## config.mk

```make
export PLATFORM = sky130hd
export DESIGN_NAME = tlb_op_ctrl
export DESIGN_NICKNAME = d
export VERILOG_FILES = /design/src/rtl/tlb_op_ctrl.sv
export SDC_FILE = /design/constraint.sdc
export NUM_CORES = 1
export LEC_CHECK = 0
export ABC_CLOCK_PERIOD_IN_PS = 2330
export CAP_MARGIN = 5
export CORE_AREA = 2 2 199 201
export CTS_BUF_LIST = sky130_fd_sc_hd__clkbuf_4 sky130_fd_sc_hd__clkbuf_8 sky130_fd_sc_hd__clkbuf_16
export CTS_CLUSTER_DIAMETER = 60
export CTS_CLUSTER_SIZE = 8
export DETAILED_ROUTE_END_ITERATION = 12
export DIE_AREA = 0 0 201 203
export PLACE_DENSITY = 0.49
export SYNTH_ARGS = -nofsm -noshare
export SYNTH_HDL_FRONTEND = slang
export SYNTH_SLANG_ARGS = --single-unit
```

## constraint.sdc

```tcl
create_clock -name clk -period 2.33 [get_ports clk]
set_input_delay 0.3495 -clock clk [delete_from_list [all_inputs] [get_ports clk]]
set_output_delay 0.3495 -clock clk [all_outputs]
set_load 0.005 [all_outputs]
```

## src/rtl/tlb_op_ctrl.sv

```systemverilog
// Sequencer for TLBWI/TLBR/TLBP: latches the CP0 operands, stalls MEM while it
// writes, reads or scans the single-ported entry array, then pulses a commit.
module tlb_op_ctrl #(
  parameter int TLB_ENTRIES = 16
) (
  input  logic                           clk,
  input  logic                           rst,
  input  logic                           op_valid,
  input  logic [2:0]                     op_type,
  input  logic                           flush,
  input  logic [31:0]                    entry_hi_in,
  input  logic [31:0]                    page_mask_in,
  input  logic [31:0]                    entry_lo0_in,
  input  logic [31:0]                    entry_lo1_in,
  input  logic [31:0]                    index_in,
  output logic                           stall,
  output logic                           done,
  output logic [2:0]                     tlb_type_out,
  output logic [31:0]                    index_out,
  output logic [31:0]                    entry_hi_out,
  output logic [31:0]                    page_mask_out,
  output logic [31:0]                    entry_lo0_out,
  output logic [31:0]                    entry_lo1_out,
  output logic [$clog2(TLB_ENTRIES)-1:0] arr_addr,
  output logic                           arr_we,
  output logic [89:0]                    arr_wdata,
  input  logic [89:0]                    arr_rdata
);
  localparam int IDX_W = $clog2(TLB_ENTRIES);
  localparam logic [IDX_W-1:0] LAST_IDX = IDX_W'(TLB_ENTRIES - 1);

  typedef enum logic [2:0] {IDLE, WRITE, RD_REQ, RD_WAIT, P_SCAN, DONE} state_t;

  state_t           state_reg, state_next;
  logic [89:0]      entry_reg;
  logic [IDX_W-1:0] idx_reg;
  logic [2:0]       type_reg;
  logic [IDX_W-1:0] cnt_reg;
  logic [IDX_W-1:0] cmp_idx_reg;
  logic             cmp_valid_reg;

  logic        accept;
  logic [89:0] entry_in;
  logic        hit;
  logic        scan_last;
  logic        unused_bits;

  assign accept = op_valid & ~flush & (|op_type);

  // CP0 words packed straight into array format; TLBP reuses the vpn2/asid fields.
  assign entry_in = {entry_hi_in[31:13], entry_hi_in[7:0], page_mask_in[24:13],
                     entry_lo0_in[0] & entry_lo1_in[0],
                     entry_lo0_in[25:1], entry_lo1_in[25:1]};

  assign hit = (((arr_rdata[89:71] ^ entry_reg[89:71]) & ~{7'b0, arr_rdata[62:51]}) == 19'd0)
             && (arr_rdata[50] || (arr_rdata[70:63] == entry_reg[70:63]));
  assign scan_last = (cmp_idx_reg == LAST_IDX);

  assign unused_bits = ^{entry_hi_in[12:8], page_mask_in[31:25], page_mask_in[12:0],
                         entry_lo0_in[31:26], entry_lo1_in[31:26], index_in[31:IDX_W]};

  always_ff @(posedge clk) begin
    if (!rst) begin
      state_reg     <= IDLE;
      entry_reg     <= '0;
      idx_reg       <= '0;
      type_reg      <= '0;
      cnt_reg       <= '0;
      cmp_idx_reg   <= '0;
      cmp_valid_reg <= 1'b0;
      index_out     <= '0;
      entry_hi_out  <= '0;
      page_mask_out <= '0;
      entry_lo0_out <= '0;
      entry_lo1_out <= '0;
    end else begin
      state_reg <= state_next;
      if (state_reg == IDLE && accept) begin
        entry_reg <= entry_in;
        idx_reg   <= index_in[IDX_W-1:0];
        type_reg  <= op_type[2] ? 3'b100 : (op_type[1] ? 3'b010 : 3'b001);
      end
      // Scan pipeline: address issued one cycle, its entry compared the next.
      if (state_reg == P_SCAN) begin
        cmp_valid_reg <= 1'b1;
        cmp_idx_reg   <= cnt_reg;
        if (cnt_reg != LAST_IDX) cnt_reg <= cnt_reg + 1'b1;
      end else begin
        cnt_reg       <= '0;
        cmp_valid_reg <= 1'b0;
      end
      if (!flush) begin
        if (state_reg == RD_WAIT) begin
          entry_hi_out  <= {arr_rdata[89:71], 5'b0, arr_rdata[70:63]};
          page_mask_out <= {7'b0, arr_rdata[62:51], 13'b0};
          entry_lo0_out <= {6'b0, arr_rdata[49:25], arr_rdata[50]};
          entry_lo1_out <= {6'b0, arr_rdata[24:0], arr_rdata[50]};
        end
        if (state_reg == P_SCAN && cmp_valid_reg) begin
          if (hit)            index_out <= {{(32-IDX_W){1'b0}}, cmp_idx_reg};
          else if (scan_last) index_out <= 32'h8000_0000;
        end
      end
    end
  end

  always_comb begin
    state_next = state_reg;
    case (state_reg)
      IDLE: begin
        if (accept) begin
          if (op_type[2])      state_next = WRITE;
          else if (op_type[1]) state_next = RD_REQ;
          else                 state_next = P_SCAN;
        end
      end
      WRITE:   state_next = flush ? IDLE : DONE;
      RD_REQ:  state_next = flush ? IDLE : RD_WAIT;
      RD_WAIT: state_next = flush ? IDLE : DONE;
      P_SCAN: begin
        if (flush)                                       state_next = IDLE;
        else if (cmp_valid_reg && (hit || scan_last))    state_next = DONE;
      end
      DONE:    state_next = IDLE;
      default: state_next = IDLE;
    endcase
  end

  always_comb begin
    stall        = rst & (((state_reg == IDLE) & accept)
                          | ((state_reg != IDLE) & (state_reg != DONE)));
    done         = (state_reg == DONE);
    tlb_type_out = (state_reg == DONE) ? type_reg : 3'b000;
    arr_we       = (state_reg == WRITE) & ~flush & rst;
    arr_wdata    = entry_reg;
    arr_addr     = '0;
    case (state_reg)
      WRITE, RD_REQ, RD_WAIT: arr_addr = idx_reg;
      P_SCAN:                 arr_addr = cnt_reg;
      default:                arr_addr = '0;
    endcase
  end

endmodule

```

=== Word-level counts from Yosys, hierarchy flattened ===
Index checks and enable logic that the tools add are counted.

* Add/subtract/negate cells: 1
* Equality and inequality tests: 11
* Multiplexer cells: 15
* Bitwise gates (word level): 13
* Reduce and logical (&&, ||, !) cells: 17

{| class="wikitable"
|+ Operator list
! operator !! count
|-
| 32-bit two-way mux || 2
|-
| 3-bit two-way mux || 8
|-
| 19-bit AND || 1
|-
| 19-bit logical NOT || 1
|-
| 12-bit NOT with 19-bit output || 1
|-
| 19-bit XOR || 1
|-
| 3-bit case mux with 4 select lines || 1
|-
| 1-bit AND || 8
|-
| 8-bit == test || 1
|-
| 4-bit case mux with 2 select lines || 1
|-
| 3-bit by 2-bit == test with 1-bit output (second input constant) || 2
|-
| 3-bit == test (second input constant) || 2
|-
| 2-bit AND reduction || 3
|-
| 3-bit OR reduction || 2
|-
| 4-bit by 1-bit adder with 4-bit output (second input constant) || 1
|-
| 4-bit == test (second input constant) || 1
|-
| 1-bit logical AND || 4
|-
| 2-bit two-way mux || 2
|-
| 4-bit != test (second input constant) || 1
|-
| 3-bit by 1-bit == test with 1-bit output (second input constant) || 1
|-
| 3-bit logical NOT || 1
|-
| 3-bit by 2-bit != test with 1-bit output (second input constant) || 1
|-
| 3-bit != test (second input constant) || 1
|-
| 3-bit AND reduction || 1
|-
| other kinds (8) || 9
|}

* Register bits: 232
* Input bits: 257
* Output and inout bits: 260
* Logic and storage cells: 69

=== Depth between registers and ports, before layout ===
* Word-level depth: 9
* Gate-level depth with buffers: 9
* Depth with buffers taken out: 5

=== Worst setup path after synthesis ===
No wires, ideal clock.

* Kind: reg-to-reg
* Start: reg state_reg[1]
* End: reg type_reg[1]
* Library setup time: 117 ps
* Data arrival time: 1759 ps
* Data required time: 2213 ps
* Slack: 454 ps
* Stages on the path, launching flop included: 10
* Buffers on the path: 5
* Clock period less this slack: 1876 ps
* Cell sequence: dfxtp_1 buf_6 or2_0 buf_2 or4_1 buf_2 buf_6 buf_6 nand2_1 a21boi_1

* Word-level cells in the longest chain between the ends: 2

{| class="wikitable"
|+ Ends and longest elaborated chain
! what !! RTL line !! RTL
|-
| start, declared || 34 || <nowiki>state_t state_reg, state_next;</nowiki>
|-
| start signal, assigned || 77 || <nowiki>state_reg <= state_next;</nowiki>
|-
| 3-bit logical NOT || 78 || <nowiki>if (state_reg == IDLE && accept) begin</nowiki>
|-
| 1-bit logical AND || 78 ||
|-
| end signal, assigned || 81 || <nowiki>type_reg <= op_type[2] ? 3'b100 : (op_type[1] ? 3'b010 : 3'b001);</nowiki>
|-
| end, declared || 37 || <nowiki>logic [2:0] type_reg;</nowiki>
|}

No other way between the ends.
A chain may end at the register's enable or synchronous reset.

=== Worst setup path after layout ===
* Start: in flush
* End: out arr_we

* Word-level cells in the longest chain between the ends: 3

{| class="wikitable"
|+ Ends and longest elaborated chain
! what !! RTL line !! RTL
|-
| start, declared || 10 || <nowiki>input logic flush,</nowiki>
|-
| 1-bit NOT (no source line) || -- ||
|-
| 1-bit AND (2 in a row) || 134 || <nowiki>arr_we = (state_reg == WRITE) & ~flush & rst;</nowiki>
|-
| end, declared || 25 || <nowiki>output logic arr_we,</nowiki>
|}

No other way between the ends.

==> results <==
==> metrics by stage <==
stage,area [um^2],std cells,hold slack [ns]
5_1_grt,14100,1957,0.245
3_5_place_dp,13000,1910,0.445
3_3_place_gp,13000,1910,0.438
2_1_floorplan,8770,1089,0.430
4_1_cts,14000,1955,0.208
6_report,14100,1957,0.241
==> cell type report <==
type                    instances  area, um^2
well taps                     518         648
flip-flops and latches        204        4090
inverters                       2        7.51
repair buffers                436        4400
clock buffers                  39         941
fillers                      4027       24400
clock inverters                 6        40.0
multi-input cells             752        3940
==> where the power goes <==
part | switching, mW | total (mW) | internal (mW)
clock | 1.67 | 4.50 | 2.83
combinational | 0.418 | 1.05 | 0.631
sequential | 0.0637 | 3.65 | 3.59
==> critical path, cell delays in order <==
cell	delay, ns
clkdlybuf4s50_1	0.48
nand2b_4	0.18
nor4b_2	0.24
buf_4	0.15
clkdlybuf4s50_1	0.49
==> cell families after synthesis <==
group	Yosys count	share of synthesized area, %
and+or+nand+nor	443	20.9
AOI/OAI and AO/OA	211	18.2
DFF	204	47.8
buffers and inverters	133	9.41
xor gates and xnor gates	28	2.87
muxes	5	0.586
adders and majority gates	1	0.147
other	1	0.0439
==> worst max path at each step <==
| stage | from | end | slack (ns) | cells past startpoint |
|---|---|---|---|---|
| after floorplan | state_reg[1] | type_reg[1] | 0.45 | 9 |
| after global placement | arr_rdata[70] | state_reg[0] | -0.24 | 8 |
| after detailed placement | arr_rdata[70] | state_reg[0] | -0.29 | 8 |
| after CTS | state_reg[1] | arr_addr[3] | -0.13 | 6 |
| after global routing | state_reg[0] | tlb_type_out[0] | 0.005 | 4 |
| final | flush | arr_we | 0.10 | 5 |
==> layer usage <==
| metal | vias to the layer above | part of all wire (%) | global-route usage (%) |
|---|---|---|---|
| li1 | 3992 | - | - |
| met1 | 3641 | 43 | 17.9 |
| met2 | 345 | 45 | 23.9 |
| met3 | 35 | 11 | 6.55 |
| met4 | 0 | 1.9 | 5.13 |
| met5 | - | 0 | 0 |
==> timing repair <==
action	CTS	global route
buffers inserted	0	2
gates resized for setup	9	12
pin swaps	0	1
setup endpoints to repair	10	8
cloned	0	0
==> cells in the final DEF (no fill, tap or decap), types with 2 or more instances in the layout <==
cell type and n:
a21boi_0 157, a21boi_1 33, a21oi_1 4, a31oi_1 2
and2_1 3, buf_12 12, buf_4 37, clkbuf_16 37
clkbuf_4 2, clkdlybuf4s50_1 379, clkinv_2 3, clkinv_4 2
conb_1 64, dfxtp_1 202, dfxtp_4 2, dlygate4sd2_1 4
dlymetal6s2s_1 3, inv_1 2, mux2i_1 5, nand2_1 393
nand3_1 5, nand3b_1 2, nand4_1 2, nor2_1 13
nor3_1 3, nor4_1 3, nor4_4 2, o21ai_0 4
o22ai_1 6, or3_1 2, or4_4 2, xnor2_1 20
xor2_1 8
==> run metrics <==
DRT antenna net count=0; Post-Synthesis Cell Area=around 8500 um^2; DRT iter0 DRCs=170; # diodes=0; root buffer cell=clkbuf_16; setup TNS=0 ns; post-synthesis cell type count=42; skew final=between 0.02 and 0.025 ns; max-cap violations=0; Post-synth EDFFs=0; Pwr Density=approximately 650 nW/um^2; router iterations before antenna repair=4; hold_buf cts=0; CTS Buf Count=34; CP Max Fanout=3; max FFs per register=90; Synth Register Bits=just over 200; Power Total=9.20 mW; CTS tree=done; final WL=about 31000 um; outcome=complete, no violations; ys async rst share=0%; Min-Delay Path Class=in2reg; Die Y-Extent=203 um; CTS Sinks=between 200 and 250; die area=around 41000 um^2; R2R setup slack=0.21 ns; f_max=approximately 0.45 GHz; max-slew violations=0; first-pass GRT wire length=47000 um; arrival time at the worst endpoint=~1.9 ns; Ports=roughly 520; hold depth=4; CTS HTree Levels=2; share of the synthesized area in the top cell type=between 40% and 50%; Final Util=between 30% and 40%; Seq/Total Area, Yosys=~48%; leading area contributor after synthesis=dfxtp_1; Hold Fails Final Rpt=0; share of cells above drive strength 1=around 7.6%; CP required=roughly 2 ns; clk slew on worst S/H paths=about 0.050 ns; Port Buffers=~390; final setup margin=~0.10 ns; post-synthesis to final-layout area growth=64.7%; FF-to-FF End=state_reg[0]; nature of the critical path endpoint=output port; most numerous cell in the Yosys netlist=nand2_1; pre-CTS setup slack=-0.291 ns; Warnings, synthesis=0; Worst Hold End=state_reg[2]; Total GRT Usage=between 10% and 20%; Via density=around 4.1; core footprint=38500 um^2; Mapped Cells=1026; DRC viols=0; GPL Wtd Cong=between 0.7 and 0.8; Tmin final=about 2.2 ns; Leak Pwr=5.07 nW; Worst-Skew Late Latency=around 0.52 ns; CTS Buffer Depth=3; Vias=between 8k and 9k; Std-Cell Rows=72; Max transition margin=54.2%; Synth Area per Inst=8.32 um^2; Area contributors post-synth=dfxtp_1 48%, nand2_1 17%, a21boi_0 14%, buf_4 5.9%, a21boi_1 2.9%; placed wire-length estimate=around 23000 um; Synth top cells by count=395 x nand2_1, 204 x dfxtp_1, 157 x a21boi_0, 67 x buf_4, 46 x clkbuf_1; # setup viols final=0; NumNets Final=1688; RSZ-0062 raised after global routing=false; R2R depth=6; WS Path Type=in2out; VDD IR-drop max=roughly 0.48 mV; WL per Instance=between 15 and 20 um; width of the die=around 200 um; grt total ovfl=0; initial antenna violation count=0; crit start category=primary input; hold path startpoint=rst; Most used DFF post-synth=dfxtp_1; vias in the first global route=slightly below 8k; initial core utilization=between 20% and 30%; R2R Path Start=arr_wdata[89]; Slew @ Worst Pin=roughly 0.69 ns; largest net degree at the start of global routing=127; final period utilization=between 90% and 100%
No activity file was read; power rests on OpenSTA's default activity.
